### src/rtl/rr_encoder.sv
// rr_encoder: sequential N-to-log2(N) request encoder with round-robin priority.
//
// Requests are latched into a sticky pending set. Each pending request is offered,
// one at a time, as a binary index on a valid/ready channel. The search starts one
// past the most recently transferred index. Every output comes straight from a
// register.
//
// Ports:
//   clk_i        clock, all state updates on the rising edge
//   rst_i        synchronous, active-high reset
//   req_i        request lines (multi-hot allowed), sampled every edge
//   enable_i     when low, req_i is ignored; the output channel keeps running
//   out_idx_o    index of the offered request
//   out_valid_o  out_idx_o holds a valid request
//   out_ready_i  consumer accepts; transfer = out_valid_o && out_ready_i at an edge
//   pending_o    current sticky pending set
module rr_encoder #(
  parameter int unsigned N = 4,
  parameter int unsigned W = $clog2(N)
) (
  input  logic         clk_i,
  input  logic         rst_i,
  input  logic [N-1:0] req_i,
  input  logic         enable_i,
  output logic [W-1:0] out_idx_o,
  output logic         out_valid_o,
  input  logic         out_ready_i,
  output logic [N-1:0] pending_o
);

  typedef enum logic [0:0] {StIdle, StOffer} state_e;

  state_e       state_q, state_d;
  logic [N-1:0] pending_q, pending_d;
  logic [W-1:0] out_idx_q, out_idx_d;
  logic [W-1:0] last_q, last_d;

  logic         xfer;
  logic         found;
  logic [W-1:0] sel_idx;

  assign xfer = (state_q == StOffer) && out_ready_i;

  // Round-robin search over the registered pending set, starting at last_q + 1.
  // N is a power of two, so W-bit addition wraps at N-1 back to 0.
  always_comb begin
    logic [W-1:0] cand;
    found   = 1'b0;
    sel_idx = '0;
    cand    = '0;
    for (int unsigned k = 1; k <= N; k++) begin
      cand = last_q + W'(k);
      if (!found && pending_q[cand]) begin
        found   = 1'b1;
        sel_idx = cand;
      end
    end
  end

  // A new request in the same edge as its own transfer wins, so the request re-arms.
  always_comb begin
    pending_d = pending_q;
    for (int unsigned i = 0; i < N; i++) begin
      if (enable_i && req_i[i]) begin
        pending_d[i] = 1'b1;
      end else if (xfer && (out_idx_q == W'(i))) begin
        pending_d[i] = 1'b0;
      end
    end
  end

  // State register
  always_ff @(posedge clk_i) begin
    if (rst_i) begin
      state_q   <= StIdle;
      pending_q <= '0;
      out_idx_q <= '0;
      last_q    <= W'(N - 1);
    end else begin
      state_q   <= state_d;
      pending_q <= pending_d;
      out_idx_q <= out_idx_d;
      last_q    <= last_d;
    end
  end

  // Next-state logic; out_idx_q is frozen for the whole offer.
  always_comb begin
    state_d   = state_q;
    out_idx_d = out_idx_q;
    last_d    = last_q;
    unique case (state_q)
      StIdle: begin
        if (found) begin
          state_d   = StOffer;
          out_idx_d = sel_idx;
        end
      end
      StOffer: begin
        if (out_ready_i) begin
          state_d = StIdle;
          last_d  = out_idx_q;
        end
      end
      default: state_d = StIdle;
    endcase
  end

  // Outputs, all decoded from registers only
  always_comb begin
    out_valid_o = (state_q == StOffer);
    out_idx_o   = out_idx_q;
    pending_o   = pending_q;
  end

endmodule

### config.mk
export PLATFORM = sky130hd
export DESIGN_NAME = rr_encoder
export DESIGN_NICKNAME = d
export VERILOG_FILES = /design/src/rtl/rr_encoder.sv
export SDC_FILE = /design/constraint.sdc
export NUM_CORES = 1
export LEC_CHECK = 0
export CAP_MARGIN = 10
export CORE_AREA = 2 2 39 41
export CTS_BUF_LIST = sky130_fd_sc_hd__clkbuf_16
export CTS_CLUSTER_DIAMETER = 30
export DETAILED_ROUTE_END_ITERATION = 16
export DIE_AREA = 0 0 41 43
export PLACE_DENSITY_LB_ADDON = 0.08
export SLEW_MARGIN = 15
export SYNTH_ARGS = -nofsm -noshare
export SYNTH_HDL_FRONTEND = slang
export SYNTH_SLANG_ARGS = --single-unit
export TNS_END_PERCENT = 10
### constraint.sdc
create_clock -name clk_i -period 3.4 [get_ports clk_i]
set_input_delay 0.85 -clock clk_i [delete_from_list [all_inputs] [get_ports clk_i]]
set_output_delay 0.85 -clock clk_i [all_outputs]
set_load 0.03 [all_outputs]
# Word-level counts from Yosys, hierarchy flattened
# Index checks and enable logic that the tools add are counted.
# totals
elab_cells,67
inputBits,8
regBits,9
output_inout_bits,7
# op_classes
n_addsub,3
n_eq_ne,3
n_reduce_logical,22
bitwise,1
n_mux,27
order_cmp,4
# ops
op,count
1-bit 2-to-1 mux,18
1-bit logical AND,12
2-bit by 3-bit less-than comparator with 1-bit output (second input constant),4
1-bit binary-select mux with 2-bit select,4
2-bit 2-to-1 mux,4
2-bit nonzero test,4
2-bit adder (second input constant),2
2-bit equality test (second input constant),2
2-bit AND reduction,2
1-bit logical NOT,3
2-bit by 1-bit adder with 2-bit output (second input constant),1
2-bit by 1-bit equality test with 1-bit output (second input constant),1
2-bit logical NOT,1
1-bit case mux with 2 select lines,1
1-bit inverter,1

# Logic depth before layout (Yosys ltp)
# Gate-level depths: netlist of the first run.
# logic_depth
depth_word,15
ltp_mapped,4
depth_no_buf,4

# Worst setup path after synthesis of the first run
# Ideal clock, no wire load.
# synth_path
path_type,register -> output
startpoint,register pending_q[1] (netlist: pending_o[1])
endpoint,output port pending_o[1]
stages_incl_launch_ff,1
arrival_ns,0.549
n_path_buf,0
path_slack_ns,2.001
required_ns,2.550
cell_sequence,dfxtp_1
# synth_lines
item,line_no,source
from (decl),34,"logic [N-1:0] pending_q, pending_d;"
from (signal assigned),81,pending_q <= pending_d;
to (decl),28,output logic [N-1:0] pending_o
# No word-level cell between the ends.

# Worst setup path in the final report of the first run
# layout_path
startpoint,register pending_q[1] (netlist: pending_o[1])
endpoint,output port pending_o[1]
# No word-level cell between the ends.

==> results of run 1 <==
-- final timing paths --
check             depth (start not counted)           end  slack (ns)          from
setup / recovery                          1  pending_o[1]        1.15  pending_o[1]
hold / removal                            3  pending_o[3]        0.55  out_idx_o[0]
setup reg to reg                          4  out_idx_o[0]        2.09  pending_o[2]
hold reg to reg                           3  pending_o[3]        0.55  out_idx_o[0]
-- cell type report --
class	count	area, um2
Clock buffer	3	75.1
Multi-Input combinational cell	34	215
Timing Repair Buffer	14	140
Fill cell	138	738
Sequential cell	9	180
Tap cell	16	20.0
Inverter	3	11.3
Clock inverter	1	3.75
-- sequential cells by signal, summed over array words and instances (netlist names) --
register / cells
out_idx_o: 2
pending_o: 4
out_valid_o: 1
last_q: 2
-- stage by stage --
step	std cells	utilization [%]	power, mW
6_report	80	46.7	0.408
5_1_grt	80	46.7	0.428
4_1_cts	80	46.7	0.411
3_5_place_dp	76	41.0	0.206
3_3_place_gp	76	41.0	0.207
2_1_floorplan	47	-	0.174
-- metal layers --
| layer | vias to the layer above | global-route usage, % | share of wire, % |
|---|---|---|---|
| li1 | 208 | - | - |
| met5 | - | 0 | 0 |
| met1 | 188 | 21.4 | 45 |
| met4 | 0 | 6.00 | 1.5 |
| met3 | 4 | 6.28 | 8.3 |
| met2 | 25 | 21.6 | 45 |
-- kinds of logic after synthesis --
kind of cell | after synthesis | share of synthesized area [%]
simple gates | 19 | 22.6
compound gates | 15 | 29.9
flops | 9 | 43.9
buf+inv | 4 | 3.66
-- power by group --
group	internal (mW)	switching, mW	total, mW	leakage [nW]
clock	0.153	0.0490	0.202	0.0423
sequential	0.116	0.0150	0.131	0.0746
combinational	0.0359	0.0386	0.0745	0.136
-- cell usage in the layout (no fill, tap or decap) --
master,synthesis,layout
a211o_1,2,2
a211oi_1,1,1
a211oi_2,1,1
a21o_1,1,1
a21oi_1,3,3
a221o_1,1,1
a221oi_2,1,1
a22oi_1,2,2
and3_1,1,1
clkbuf_16,0,3
clkdlybuf4s50_1,0,14
dfxtp_1,9,9
inv_1,1,2
inv_2,2,2
nand2_1,5,5
nand2b_1,2,2
nand3_1,1,1
nor2_1,5,5
nor2b_1,1,1
nor3_1,1,1
nor3b_1,1,1
nor4_1,1,1
o211ai_1,1,1
o31ai_1,2,2
or2_2,1,1
==> out/metrics.csv, run 1 <==
metric,value,unit
CP max-delay cell,clkdlybuf4s50_1,
CP max FO,7,
Num CTS Buffers,3,
DRT antenna net count,0,
"Largest stage delay, worst path",0.72,ns
Worst VDD drop,324,uV
Hold Fails Final Rpt,0,
Area Overhead vs Synth,57.3,%
IO Pins,15,
"Seq/Total Area, Yosys",43.9,%
Sink Count,9,
YS warnings,0,
Hold Crit Class,register to register,
setup TNS,0,ns
"FFs w/ async S/R, synth",0,%
Die Ht,43,um
status,"complete, no violations",
Routed WL per cell,13.7,um
pwr dens,632,nW/um2
drt first-iter violations,6,
"Arr. time, crit path",1.40,ns
final critical-path share of the clock period,66.3,%
# resized after CTS,0,
first-pass GRT wire length,1810,um
Root Buffer,clkbuf_16,
Cells after Synth,47,
DR DRC count,0,
initial antenna violation count,0,
Final Setup Violations,0,
Pleak,0.252,nW
layout cells sized above 1,12.5,%
DR pass1 iterations,5,
largest net degree at the start of global routing,10,
HPWL Detailed,751,um
cts hold-fix bufs,0,
Final Slew Violations,0,
Routed WL,1100,um
Worst Skew,0.000455,ns
Via density,5.31,
Critical Path Source Type,register,
maxcap violations,0,
gr ovfl total,0,
Synth Cell Area,410,um2
#FFs+latches synth,9,
synth unique cells,24,
Critical path buffers and inverters,1,
CORE AREA,1380,um2
vias,425,
final net count,73,
final setup margin,1.15,ns
"Top FF cell, synth",dfxtp_1,
"top cells by area, synth","dfxtp_1 (44%), nand2_1 (4.6%), nor2_1 (4.6%)",
initial core utilization,29.7,%
DIE AREA,1760,um2
Mapped Avg Cell Area,8.73,um2
top-count cell post-synth,dfxtp_1,
"Net Count, Synth",55,
Area after DPL,567,um2
gr usage total,15.7,%
Worst Max-Slew Pin Slew,0.355,ns
clock-pin slew on the worst setup and hold paths,0.04,ns
Yosys top cell area share,43.9,%
vias in the first global route,395,
RSZ-0062 raised after global routing,no,
num rows,14,
pre-CTS WS,1.41,ns
kind of critical path,register to output pin,
Yosys top cell by area,dfxtp_1,
crit path capture type,output pin,
Worst-Skew Late Latency,0.23,ns
ANT cells,0,
crit-path cells,clkdlybuf4s50_1,
chip width,41,um
WP data required,2.55,ns
"EDFF count, synth",0,
CTS tree,built,
Fmax achieved,443,MHz
Hold WS,0.554,ns
RD Place Congestion,0.688,
"delay-heaviest family, CP",buffers and inverters,
Slew headroom,76.2,%
IO buf count,14,
post-CTS setup buffer count,0,
fin area,646,um2
H-tree Lvls,1,
"top cells by count, synth","dfxtp_1 (9), nand2_1 (5), nor2_1 (5)",
minimum clock period,2.25,ns
buffer levels on the longest clock path,2,
Power figures use the tool's default switching activity.
==> inputs of run 2 (changes only) <==
clock period = 2.05 ns   (was 3.4 ns; I/O delays follow)
==> run 2 against run 1 <==
Global-route usage down 0.92 points; design area unchanged; wire length down 7.1%; combinational power up 64%; first-iteration DRC count down 33%; critical path depth unchanged; sequential share of layout area unchanged; worst hold slack better by 0.0024 ns; via count down 3.3%; register-to-register slack worse by 1.3 ns; non-clock buffer count unchanged.
==> out/metrics.csv, run 2 (same netlist as run 1, synthesis figures left out) <==
metric,value,unit,change
num rows,14,,unchanged
minimum clock period,1.90,ns,
Worst-Skew Late Latency,0.24,ns,about the same
Reg2Reg Depth,4,,unchanged
IO Pins,15,,unchanged
"Arr. time, crit path",1.39,ns,about the same
final critical-path share of the clock period,92.9,%,
crit path capture type,output pin,,
Routed WL per cell,12.8,um,-7.1%
Sink Count,9,,unchanged
"most common cell after layout, fill and taps aside",clkdlybuf4s50_1,,
CP max-delay cell,clkdlybuf4s50_1,,
CP max FO,7,,unchanged
fin area,646,um2,unchanged
"delay-heaviest family, CP",buffers and inverters,,
met1 Use GR,20.0,%,-1.4 points
Worst VDD drop,488,uV,+50%
"Largest stage delay, worst path",0.71,ns,about the same
Pleak,0.252,nW,unchanged
Hold Fails Final Rpt,0,,unchanged
"commonest cells after routing, fill and taps aside","clkdlybuf4s50_1 (14), dfxtp_1 (9), nand2_1 (5), nor2_1 (5)",,
Num CTS Buffers,3,,unchanged
critical hold path startpoint,pending_o[0],,
sw frac,25.1,%,about the same
final net count,73,,unchanged
chip width,41,um,unchanged
maxcap violations,0,,unchanged
Comb power frac,18.0,%,-0.3 points
layout cells sized above 1,12.5,%,unchanged
DR DRC count,0,,unchanged
gr ovfl total,0,,unchanged
buffer levels on the longest clock path,2,,unchanged
Die Ht,43,um,unchanged
Critical Path Source Type,register,,
post-CTS setup buffer count,0,,unchanged
vias in the first global route,390,,-1.3%
cts hold-fix bufs,0,,unchanged
DR pass1 iterations,4,,-1
R2R Path End,out_idx_o[0],,
P_int,0.507,mW,+66%
area of the multi-input gates,215,um2,unchanged
initial core utilization,29.7,%,unchanged
RSZ-0062 raised after global routing,no,,
WP data required,1.54,ns,-1.01 ns
GR peak layer,met1,,
worst r2r src,pending_o[2],,
DIE AREA,1760,um2,unchanged
Critical path buffers and inverters,1,,unchanged
clock power share,49.9,%,+0.3 points
flop-to-flop setup slack,0.77,ns,-1.32 ns
final setup margin,0.145,ns,-1.00 ns
Hold Path Stages,2,,-1
HPWL Detailed,751,um,about the same
H-tree Lvls,1,,unchanged
Layout Cells excl Fill,80,,unchanged
CORE AREA,1380,um2,unchanged
pwr dens,1050,nW/um2,+66%
Area after DPL,567,um2,unchanged
Fmax achieved,525,MHz,
Net Sw Power,0.170,mW,+66%
Slew headroom,77.0,%,+0.74 points
met3 usage,6.28,%,unchanged
CTS tree,built,,
Final Slew Violations,0,,unchanged
# resized after CTS,0,,unchanged
first-pass GRT wire length,1670,um,-8.0%
largest net degree at the start of global routing,10,,unchanged
Routed WL,1020,um,-7.1%
drt first-iter violations,4,,-2
status,"complete, no violations",,
pre-CTS WS,0.399,ns,-1.01 ns
Hold Crit Class,register to register,,
Largest register FFs,4,,unchanged
Final Setup Violations,0,,unchanged
Root Buffer,clkbuf_16,,
hold endpoint,pending_o[0],,
share of power burned in registers,32.1,%,about the same
gr usage total,14.7,%,-0.92 points
IO buf count,14,,unchanged
DRT antenna net count,0,,unchanged
setup TNS,0,ns,unchanged
ANT cells,0,,unchanged
Via density,5.14,,-3.3%
dpl cells,76,,unchanged
Fillers,151,,+9.4%
Worst Skew,0.00200,ns,+0.00155 ns
FF/Latch Area,180,um2,unchanged
initial antenna violation count,0,,unchanged
crit-path cells,clkdlybuf4s50_1,,
GR Util met2,18.1,%,-3.4 points
vias,411,,-3.3%
Pwr Total,0.677,mW,+66%
clock-pin slew on the worst setup and hold paths,0.04,ns,about the same
kind of critical path,register to output pin,,
Worst Max-Slew Pin Slew,0.344,ns,-0.0110 ns
RD Place Congestion,0.688,,+0.10%
Area Overhead vs Synth,57.3,%,unchanged
-- run 2: layer usage --
metal | vias up | wire length, um
met2 | 14 | 442
met5 | - | 0
met1 | 187 | 483
li1 | 207 | -
met4 | 0 | 27
met3 | 3 | 68
-- run 2: worst max path at each step --
stage                 startpoint      endpoint  slack, ns  cells past startpoint
finish              pending_o[1]  pending_o[1]       0.15                      1
global placement    pending_o[1]  pending_o[1]       0.40                      1
CTS                 pending_o[1]  pending_o[1]       0.13                      1
floorplan           pending_o[2]  out_idx_o[0]       0.68                      4
detailed placement  pending_o[1]  pending_o[1]       0.40                      1
global route        pending_o[1]  pending_o[1]       0.07                      1
-- run 2: stage by stage --
| stage | hold slack [ns] | util [%] |
|---|---|---|
| 2_1_floorplan | 0.506 | - |
| 3_3_place_gp | 0.553 | 41.0 |
| 3_5_place_dp | 0.561 | 41.0 |
| 4_1_cts | 0.566 | 46.7 |
| 5_1_grt | 0.599 | 46.7 |
| 6_report | 0.557 | 46.7 |
-- run 2: final cells by class --
class                   count  area share (%)
flip-flops and latches      9            27.9
inverters                   3            1.74
clock inverters             1           0.581
well taps                  16            3.10
repair buffers             14            21.7
multi-input cells          34            33.3
clock buffers               3            11.6
-- run 2: power by group through the flow --
stage	Clock, mW	Combinational (mW)	Sequential (mW)
2_1_floorplan	0	0.0493	0.239
3_3_place_gp	0	0.124	0.220
3_5_place_dp	0	0.122	0.220
4_1_cts	0.347	0.123	0.217
5_1_grt	0.356	0.132	0.221
6_report	0.338	0.122	0.218
==> inputs of run 3 (changes only) <==
CAP_MARGIN = not set   (was 10)
==> results of run 3 <==
Same layout as run 2: the final DEF is identical, and so are final timing and power.
